==> src/rtl/btn_debounce_if.sv <==
// Button/key-event bundle for btn_debounce: sample strobe, raw buttons, debounced
// outputs and the single-entry key-event handshake (master = debouncer side).
interface btn_debounce_if #(
    parameter int N_BTN = 5
);
    logic             tick10ms;
    logic [N_BTN-1:0] btn_raw;
    logic [N_BTN-1:0] btn_level;
    logic [N_BTN-1:0] btn_press;
    logic [N_BTN-1:0] btn_release;
    logic             key_valid;
    logic [2:0]       key_code;
    logic             key_ovf;
    logic             key_ack;

    modport master (
        input  tick10ms, btn_raw, key_ack,
        output btn_level, btn_press, btn_release, key_valid, key_code, key_ovf
    );

    modport slave (
        output tick10ms, btn_raw, key_ack,
        input  btn_level, btn_press, btn_release, key_valid, key_code, key_ovf
    );
endinterface

==> src/rtl/btn_debounce.sv <==
// Per-button tick-sampled debouncer with press/release pulses and a one-deep key-event
// register. Optional auto-repeat while held is enabled by defining BTN_REPEAT_EN.
module btn_debounce #(
    parameter int N_BTN        = 5,
    parameter int STABLE_TICKS = 2,
    parameter int REPEAT_DELAY = 50,
    parameter int REPEAT_TICKS = 10
) (
    input logic            mclk,
    input logic            clr,
    btn_debounce_if.master bus
);
    typedef enum logic [1:0] {
        REL        = 2'd0,
        PRESS_WAIT = 2'd1,
        HELD       = 2'd2,
        REL_WAIT   = 2'd3
    } state_e;

    localparam logic [7:0] ST8 = 8'(STABLE_TICKS);

    if (N_BTN < 1 || N_BTN > 8 || STABLE_TICKS < 1 || STABLE_TICKS > 255 ||
        REPEAT_DELAY < 1 || REPEAT_TICKS < 1) begin : g_bad_param
        $error("btn_debounce: parameter out of legal range");
    end

    logic [N_BTN-1:0] sync1_q, sync2_q;
    state_e           state_q [N_BTN];
    state_e           state_d [N_BTN];
    logic [7:0]       cnt_q   [N_BTN];
    logic [7:0]       cnt_d   [N_BTN];
    logic [N_BTN-1:0] level_q, level_d;
    logic [N_BTN-1:0] press_q, press_d;
    logic [N_BTN-1:0] rel_q, rel_d;
    logic             key_valid_q, key_valid_d;
    logic [2:0]       key_code_q, key_code_d;
    logic             key_ovf_q, key_ovf_d;
    logic [2:0]       key_low_s;
    logic             key_multi_s;
    logic             ack_eff_s;
`ifdef BTN_REPEAT_EN
    localparam logic [7:0] RD8 = 8'(REPEAT_DELAY);
    localparam logic [7:0] RT8 = 8'(REPEAT_TICKS);
    logic [7:0]       rpt_q [N_BTN];
    logic [7:0]       rpt_d [N_BTN];
    logic [N_BTN-1:0] rep_q, rep_d;
`endif

    // Per-button debounce FSM next state; every transition is gated by the tick strobe.
    always_comb begin
        for (int i = 0; i < N_BTN; i++) begin
            state_d[i] = state_q[i];
            cnt_d[i]   = cnt_q[i];
            press_d[i] = 1'b0;
            rel_d[i]   = 1'b0;
`ifdef BTN_REPEAT_EN
            rpt_d[i]   = rpt_q[i];
            rep_d[i]   = rep_q[i];
`endif
            if (bus.tick10ms) begin
                case (state_q[i])
                    REL: begin
                        if (!sync2_q[i]) begin
                            cnt_d[i] = 8'd0;
                        end else if (ST8 == 8'd1) begin
                            state_d[i] = HELD;
                            cnt_d[i]   = 8'd0;
                            press_d[i] = 1'b1;
                        end else begin
                            state_d[i] = PRESS_WAIT;
                            cnt_d[i]   = 8'd1;
                        end
                    end
                    PRESS_WAIT: begin
                        if (!sync2_q[i]) begin
                            state_d[i] = REL;
                            cnt_d[i]   = 8'd0;
                        end else if (cnt_q[i] + 8'd1 == ST8) begin
                            state_d[i] = HELD;
                            cnt_d[i]   = 8'd0;
                            press_d[i] = 1'b1;
                        end else begin
                            cnt_d[i] = cnt_q[i] + 8'd1;
                        end
                    end
                    HELD: begin
                        if (sync2_q[i]) begin
                            cnt_d[i] = 8'd0;
                        end else if (ST8 == 8'd1) begin
                            state_d[i] = REL;
                            cnt_d[i]   = 8'd0;
                            rel_d[i]   = 1'b1;
                        end else begin
                            state_d[i] = REL_WAIT;
                            cnt_d[i]   = 8'd1;
                        end
                    end
                    REL_WAIT: begin
                        if (sync2_q[i]) begin
                            state_d[i] = HELD;
                            cnt_d[i]   = 8'd0;
                        end else if (cnt_q[i] + 8'd1 == ST8) begin
                            state_d[i] = REL;
                            cnt_d[i]   = 8'd0;
                            rel_d[i]   = 1'b1;
                        end else begin
                            cnt_d[i] = cnt_q[i] + 8'd1;
                        end
                    end
                    default: begin
                        state_d[i] = REL;
                        cnt_d[i]   = 8'd0;
                    end
                endcase
`ifdef BTN_REPEAT_EN
                // Repeat count advances on every held tick (including a REL_WAIT abort) and freezes while release is pending.
                if (state_d[i] == REL || state_d[i] == PRESS_WAIT) begin
                    rpt_d[i] = 8'd0;
                    rep_d[i] = 1'b0;
                end else if (sync2_q[i] && (state_q[i] == HELD || state_q[i] == REL_WAIT)) begin
                    if (!rep_q[i] && rpt_q[i] + 8'd1 == RD8) begin
                        rpt_d[i]   = 8'd0;
                        rep_d[i]   = 1'b1;
                        press_d[i] = 1'b1;
                    end else if (rep_q[i] && rpt_q[i] + 8'd1 == RT8) begin
                        rpt_d[i]   = 8'd0;
                        press_d[i] = 1'b1;
                    end else begin
                        rpt_d[i] = rpt_q[i] + 8'd1;
                    end
                end else begin
                    rpt_d[i] = rpt_q[i];
                end
`endif
            end else begin
                state_d[i] = state_q[i];
            end
            level_d[i] = (state_d[i] == HELD) || (state_d[i] == REL_WAIT);
        end
    end

    // Key-event register fed by the visible btn_press pulses; lowest index wins.
    always_comb begin
        key_low_s   = 3'd0;
        key_multi_s = (press_q & (press_q - N_BTN'(1))) != '0;
        ack_eff_s   = bus.key_ack & key_valid_q;
        key_valid_d = key_valid_q;
        key_code_d  = key_code_q;
        key_ovf_d   = key_ovf_q;
        for (int i = N_BTN - 1; i >= 0; i--) begin
            if (press_q[i]) begin
                key_low_s = 3'(i);
            end else begin
                key_low_s = key_low_s;
            end
        end
        if (press_q != '0) begin
            if (key_valid_q && !bus.key_ack) begin
                key_ovf_d = 1'b1;
            end else begin
                key_valid_d = 1'b1;
                key_code_d  = key_low_s;
                key_ovf_d   = key_multi_s | (key_ovf_q & ~ack_eff_s);
            end
        end else if (ack_eff_s) begin
            key_valid_d = 1'b0;
            key_ovf_d   = 1'b0;
        end else begin
            key_valid_d = key_valid_q;
        end
    end

    // State, synchronizer and output registers; clr clears everything immediately.
    always_ff @(posedge mclk or posedge clr) begin
        if (clr) begin
            sync1_q     <= '0;
            sync2_q     <= '0;
            level_q     <= '0;
            press_q     <= '0;
            rel_q       <= '0;
            key_valid_q <= 1'b0;
            key_code_q  <= 3'd0;
            key_ovf_q   <= 1'b0;
            for (int i = 0; i < N_BTN; i++) begin
                state_q[i] <= REL;
                cnt_q[i]   <= 8'd0;
            end
`ifdef BTN_REPEAT_EN
            rep_q <= '0;
            for (int i = 0; i < N_BTN; i++) begin
                rpt_q[i] <= 8'd0;
            end
`endif
        end else begin
            sync1_q     <= bus.btn_raw;
            sync2_q     <= sync1_q;
            level_q     <= level_d;
            press_q     <= press_d;
            rel_q       <= rel_d;
            key_valid_q <= key_valid_d;
            key_code_q  <= key_code_d;
            key_ovf_q   <= key_ovf_d;
            for (int i = 0; i < N_BTN; i++) begin
                state_q[i] <= state_d[i];
                cnt_q[i]   <= cnt_d[i];
            end
`ifdef BTN_REPEAT_EN
            rep_q <= rep_d;
            for (int i = 0; i < N_BTN; i++) begin
                rpt_q[i] <= rpt_d[i];
            end
`endif
        end
    end

    assign bus.btn_level   = level_q;
    assign bus.btn_press   = press_q;
    assign bus.btn_release = rel_q;
    assign bus.key_valid   = key_valid_q;
    assign bus.key_code    = key_code_q;
    assign bus.key_ovf     = key_ovf_q;
endmodule

==> src/flat_wrapper.sv <==
// flat-port wrapper written by rule: the top's interface ports become plain ports
module btn_debounce_flat 
#(
    parameter int N_BTN        = 5,
    parameter int STABLE_TICKS = 2,
    parameter int REPEAT_DELAY = 50,
    parameter int REPEAT_TICKS = 10
)
  (mclk, clr, bus_tick10ms, bus_btn_raw, bus_key_ack, bus_btn_level, bus_btn_press, bus_btn_release, bus_key_valid, bus_key_code, bus_key_ovf);
  btn_debounce_if #(.N_BTN(N_BTN)) bus_i ();
  input logic mclk;
  input logic clr;
  input wire logic [$bits(bus_i.tick10ms)-1:0] bus_tick10ms;
  input wire logic [$bits(bus_i.btn_raw)-1:0] bus_btn_raw;
  input wire logic [$bits(bus_i.key_ack)-1:0] bus_key_ack;
  output wire logic [$bits(bus_i.btn_level)-1:0] bus_btn_level;
  output wire logic [$bits(bus_i.btn_press)-1:0] bus_btn_press;
  output wire logic [$bits(bus_i.btn_release)-1:0] bus_btn_release;
  output wire logic [$bits(bus_i.key_valid)-1:0] bus_key_valid;
  output wire logic [$bits(bus_i.key_code)-1:0] bus_key_code;
  output wire logic [$bits(bus_i.key_ovf)-1:0] bus_key_ovf;
  assign bus_i.tick10ms = bus_tick10ms;
  assign bus_i.btn_raw = bus_btn_raw;
  assign bus_i.key_ack = bus_key_ack;
  assign bus_btn_level = bus_i.btn_level;
  assign bus_btn_press = bus_i.btn_press;
  assign bus_btn_release = bus_i.btn_release;
  assign bus_key_valid = bus_i.key_valid;
  assign bus_key_code = bus_i.key_code;
  assign bus_key_ovf = bus_i.key_ovf;
  btn_debounce #(.N_BTN(N_BTN), .STABLE_TICKS(STABLE_TICKS), .REPEAT_DELAY(REPEAT_DELAY), .REPEAT_TICKS(REPEAT_TICKS)) u_core (.mclk(mclk), .clr(clr), .bus(bus_i));
endmodule
==> config.mk <==
export PLATFORM = sky130hd
export DESIGN_NAME = btn_debounce_flat
export DESIGN_NICKNAME = d
export VERILOG_FILES = /design/src/rtl/btn_debounce_if.sv /design/src/rtl/btn_debounce.sv /design/src/flat_wrapper.sv
export SDC_FILE = /design/constraint.sdc
export NUM_CORES = 1
export LEC_CHECK = 0
export BUFFER_PORTS_ARGS = -buffer_cell sky130_fd_sc_hd__buf_2
export CAP_MARGIN = 20
export CORE_MARGIN = 5
export CORE_UTILIZATION = 55
export CTS_CLUSTER_DIAMETER = 100
export DETAILED_ROUTE_END_ITERATION = 12
export PLACE_DENSITY_LB_ADDON = 0.3
export SYNTH_ARGS = -nofsm -noshare
export SYNTH_HDL_FRONTEND = slang
export SYNTH_SLANG_ARGS = --single-unit
==> constraint.sdc <==
create_clock -name mclk -period 2.83 [get_ports mclk]
set_input_delay 0.4245 -clock mclk [delete_from_list [all_inputs] [get_ports mclk]]
set_output_delay 0.4245 -clock mclk [all_outputs]
set_load 0.05 [all_outputs]
==> results.md <==
- First-pass GRT wire length: 14200 um
- Initial antenna violation count: 0
- Area delta synth->final: 9.90%
- GR Util All Layers: 18.1%
- Max_slew headroom: between 60% and 70%
- Num CTS Buffers: 9
- Crit path max fanout: 7
- Setup TNS: 0 ns
- Routed via count: 3223
- Congestion Overflow GR: 0
- Rows: 31
- Crit start category: flip-flop
- Async set-reset flop share out of synthesis: 100%
- Status: finished, final reports clean
- Initial Utilization: 56.8%
- Top-count cell post-synth: dfrtp_1
- Clock Skew: 0.0133 ns
- Dominant cell type by area after synthesis: dfrtp_1
- DP HPWL: 5330 um
- Worst Max-Slew Pin Slew: 0.565 ns
- DIE WIDTH: 96.8 um
- Layout cells sized above 1: approximately 12%
- Period utilization: 81.6%
- # IOs: 29
- Latest clock arrival within the worst-skew pair: about 0.36 ns
- WP data required: 3.07 ns
- Synth top area share: 48.3%
- CTS resizes: 0
- Max-slew violations: 0
- CTS sink cnt: 80
- Setup Buffers After CTS: 0
- Synth Warn #: 0
- Vias in the first global route: between 3000 and 4000
- Seq cells post-synth: 80
- Element type at the critical path end: flip-flop
- Peak VDD IR: 304 uV
- Diode count: 0
- Mean Syn Cell Area: 9.68 um^2
- Syn_nets: 447
- Synth top area cells: dfrtp_1 48%, nand2_1 4.2%, o21ai_1 4.1%
- Top FF cell, synth: dfrtp_1
- Total Nets Final: 469
- Via density: 5.83
- DIE AREA: 9370 um^2
- Final wirelength: ~8000 um
- Setup-failing EPs final: 0
- Synthesized cell area: roughly 4100 um^2
- Hold Vio Cnt, Final: 0
- Type of the worst setup path: reg2reg
- Hold Path Class: in2async
- Max clock buf depth: 2
- CP arrival: 2.55 ns
- Root Driver: clkbuf_8
- RSZ-0062 raised after global routing: false
- Commonest cells in the netlist: 80 x dfrtp_1, 46 x nand2_1, 34 x o21ai_1
- Gate Count Post-Synth: 428
- Htree depth: 3
- Post-DR wirelength/cell: ~14 um
- RePlAce Congestion: 0.854
- Number of synthesized flops with an enable pin: 0
- TritonCTS clock tree: done
- Leakage: 1.95 nW
- Finished Core Util: 62.5%
- Die H: 96.8 um
- Distinct cells, synth: 59
- Sequential fraction of the synthesis area: 48.3%
- First-pass iteration count of the detailed router: 4
- Initial DRC Count: between 300 and 400
- Detail Route Antenna Nets: 0
- Power Dens Cells: around 800 nW/um^2
- Minimum clock period: 2.31 ns
- Fmax achieved: between 400 and 500 MHz
- Hold-fix buffers at CTS: 0
- Number of remaining DRC errors: 0
- Port-buffer cells: 28
- Largest net degree at the start of global routing: 51
- Clock transition at the registers of the reported paths: approximately 0.090 ns
- Max-cap violations: 0
- Core box area: ~7300 um^2
## metrics by stage
stage	power [W]	hold slack (ns)	std cells	area, um^2	worst slack (ns)
floorplan	0.00252	0.331	428	4140	0.354
global placement	0.00275	0.332	538	4360	0.638
CTS	0.00365	0.0955	553	4550	0.516
finish	0.00362	0.0877	553	4550	0.521
global route	0.00385	0.128	553	4550	0.367
detailed placement	0.00279	0.336	538	4360	0.512
## per-layer routing
metal  routed length [um]  track usage (%)  share of wire, %  vias up
li1                     -                -                 -     1612
met1                 3910             24.4                49     1521
met2                 3560             27.4                45       79
met3                  376             5.32               4.7       11
met4                  133             7.02               1.7        0
met5                    0                0                 0        -
## final timing paths
kind	start	depth (start not counted)	slack [ns]	to
worst min register to register	u_core.sync1_q[1]$_DFF_PP0_	0	0.35	u_core.sync2_q[1]$_DFF_PP0_
worst max register to register	u_core.cnt_q[16]$_DFFE_PP0P_	6	0.52	u_core.bus.btn_level[2]$_DFF_PP0_
max in group asynchronous	clr	3	2.10	u_core.cnt_q[22]$_DFFE_PP0P_
min in group mclk	bus_btn_raw[3]	1	0.17	u_core.sync1_q[3]$_DFF_PP0_
worst max-delay path	u_core.cnt_q[16]$_DFFE_PP0P_	6	0.52	u_core.bus.btn_level[2]$_DFF_PP0_
worst min-delay path	clr	2	0.09	u_core.cnt_q[34]$_DFFE_PP0P_
## state kept, by name, indices dropped and copies added, names as in the netlist
| name | flops |
|---|---|
| u_core.bus.key_code | 3 |
| u_core.sync2_q | 5 |
| u_core.bus.btn_release | 5 |
| u_core.cnt_q | 40 |
| u_core.bus.btn_level | 5 |
| u_core.bus.key_ovf | 1 |
| u_core.sync1_q | 5 |
| u_core.bus.btn_press | 5 |
| u_core.bus.key_valid | 1 |
| u_core.state_q | 10 |
## where the power goes
| part | internal [W] | switching [W] | total, W |
|---|---|---|---|
| Sequential | 0.00136 | 0.000227 | 0.00159 |
| Clock | 0.000409 | 0.000447 | 0.000855 |
| Combinational | 0.000402 | 0.000776 | 0.00118 |
## final cells by class
| cell class | instances | area, um^2 |
|---|---|---|
| Clock buffer | 9 | 124 |
| Tap cell | 99 | 124 |
| Timing Repair Buffer | 31 | 175 |
| Inverter | 13 | 50.0 |
| Multi-Input combinational cell | 315 | 2010 |
| Fill cell | 611 | 2740 |
| Sequential cell | 80 | 2000 |
| Clock inverter | 6 | 70.1 |
## cells by family (layout without fill, tap and decap cells)
family / Yosys count / count (layout) / synth area share (%)
compound gates: 111 / 111 / 18.1
xor+xnor: 15 / 15 / 3.17
fa+ha+maj: 10 / 10 / 3.02
buf+inv: 33 / 59 / 3.20
flops: 80 / 80 / 48.3
mux: 13 / 13 / 3.47
simple gates: 166 / 166 / 20.7
## critical path, cell delays in order (launching register included)
cell and delay (ns):
dfrtp_1 0.45, ha_1 0.30, and3_1 0.23, a311oi_1 0.26, a211oi_1 0.10, nor4_2 0.48, mux2_1 0.38
## cells in the final DEF, fill, tap and decap left out, types with 3 or more instances in the layout
| cell type | n |
|---|---|
| a211oi_1 | 3 |
| a21oi_1 | 12 |
| a31oi_1 | 5 |
| and2_1 | 6 |
| and3_1 | 10 |
| and3b_1 | 3 |
| buf_2 | 28 |
| clkbuf_8 | 9 |
| dfrtp_1 | 80 |
| ha_1 | 10 |
| inv_1 | 11 |
| mux2_1 | 10 |
| nand2_1 | 46 |
| nand2b_1 | 4 |
| nand3_1 | 15 |
| nand4_1 | 13 |
| nor2_1 | 31 |
| nor2b_1 | 5 |
| nor3_1 | 9 |
| nor3b_1 | 8 |
| o21ai_0 | 6 |
| o21ai_1 | 34 |
| o2bb2ai_1 | 5 |
| o31ai_1 | 16 |
| o32ai_1 | 5 |
| o41ai_1 | 9 |
| xnor2_1 | 7 |
| xor2_1 | 8 |
(Power assumes the default switching activity.)
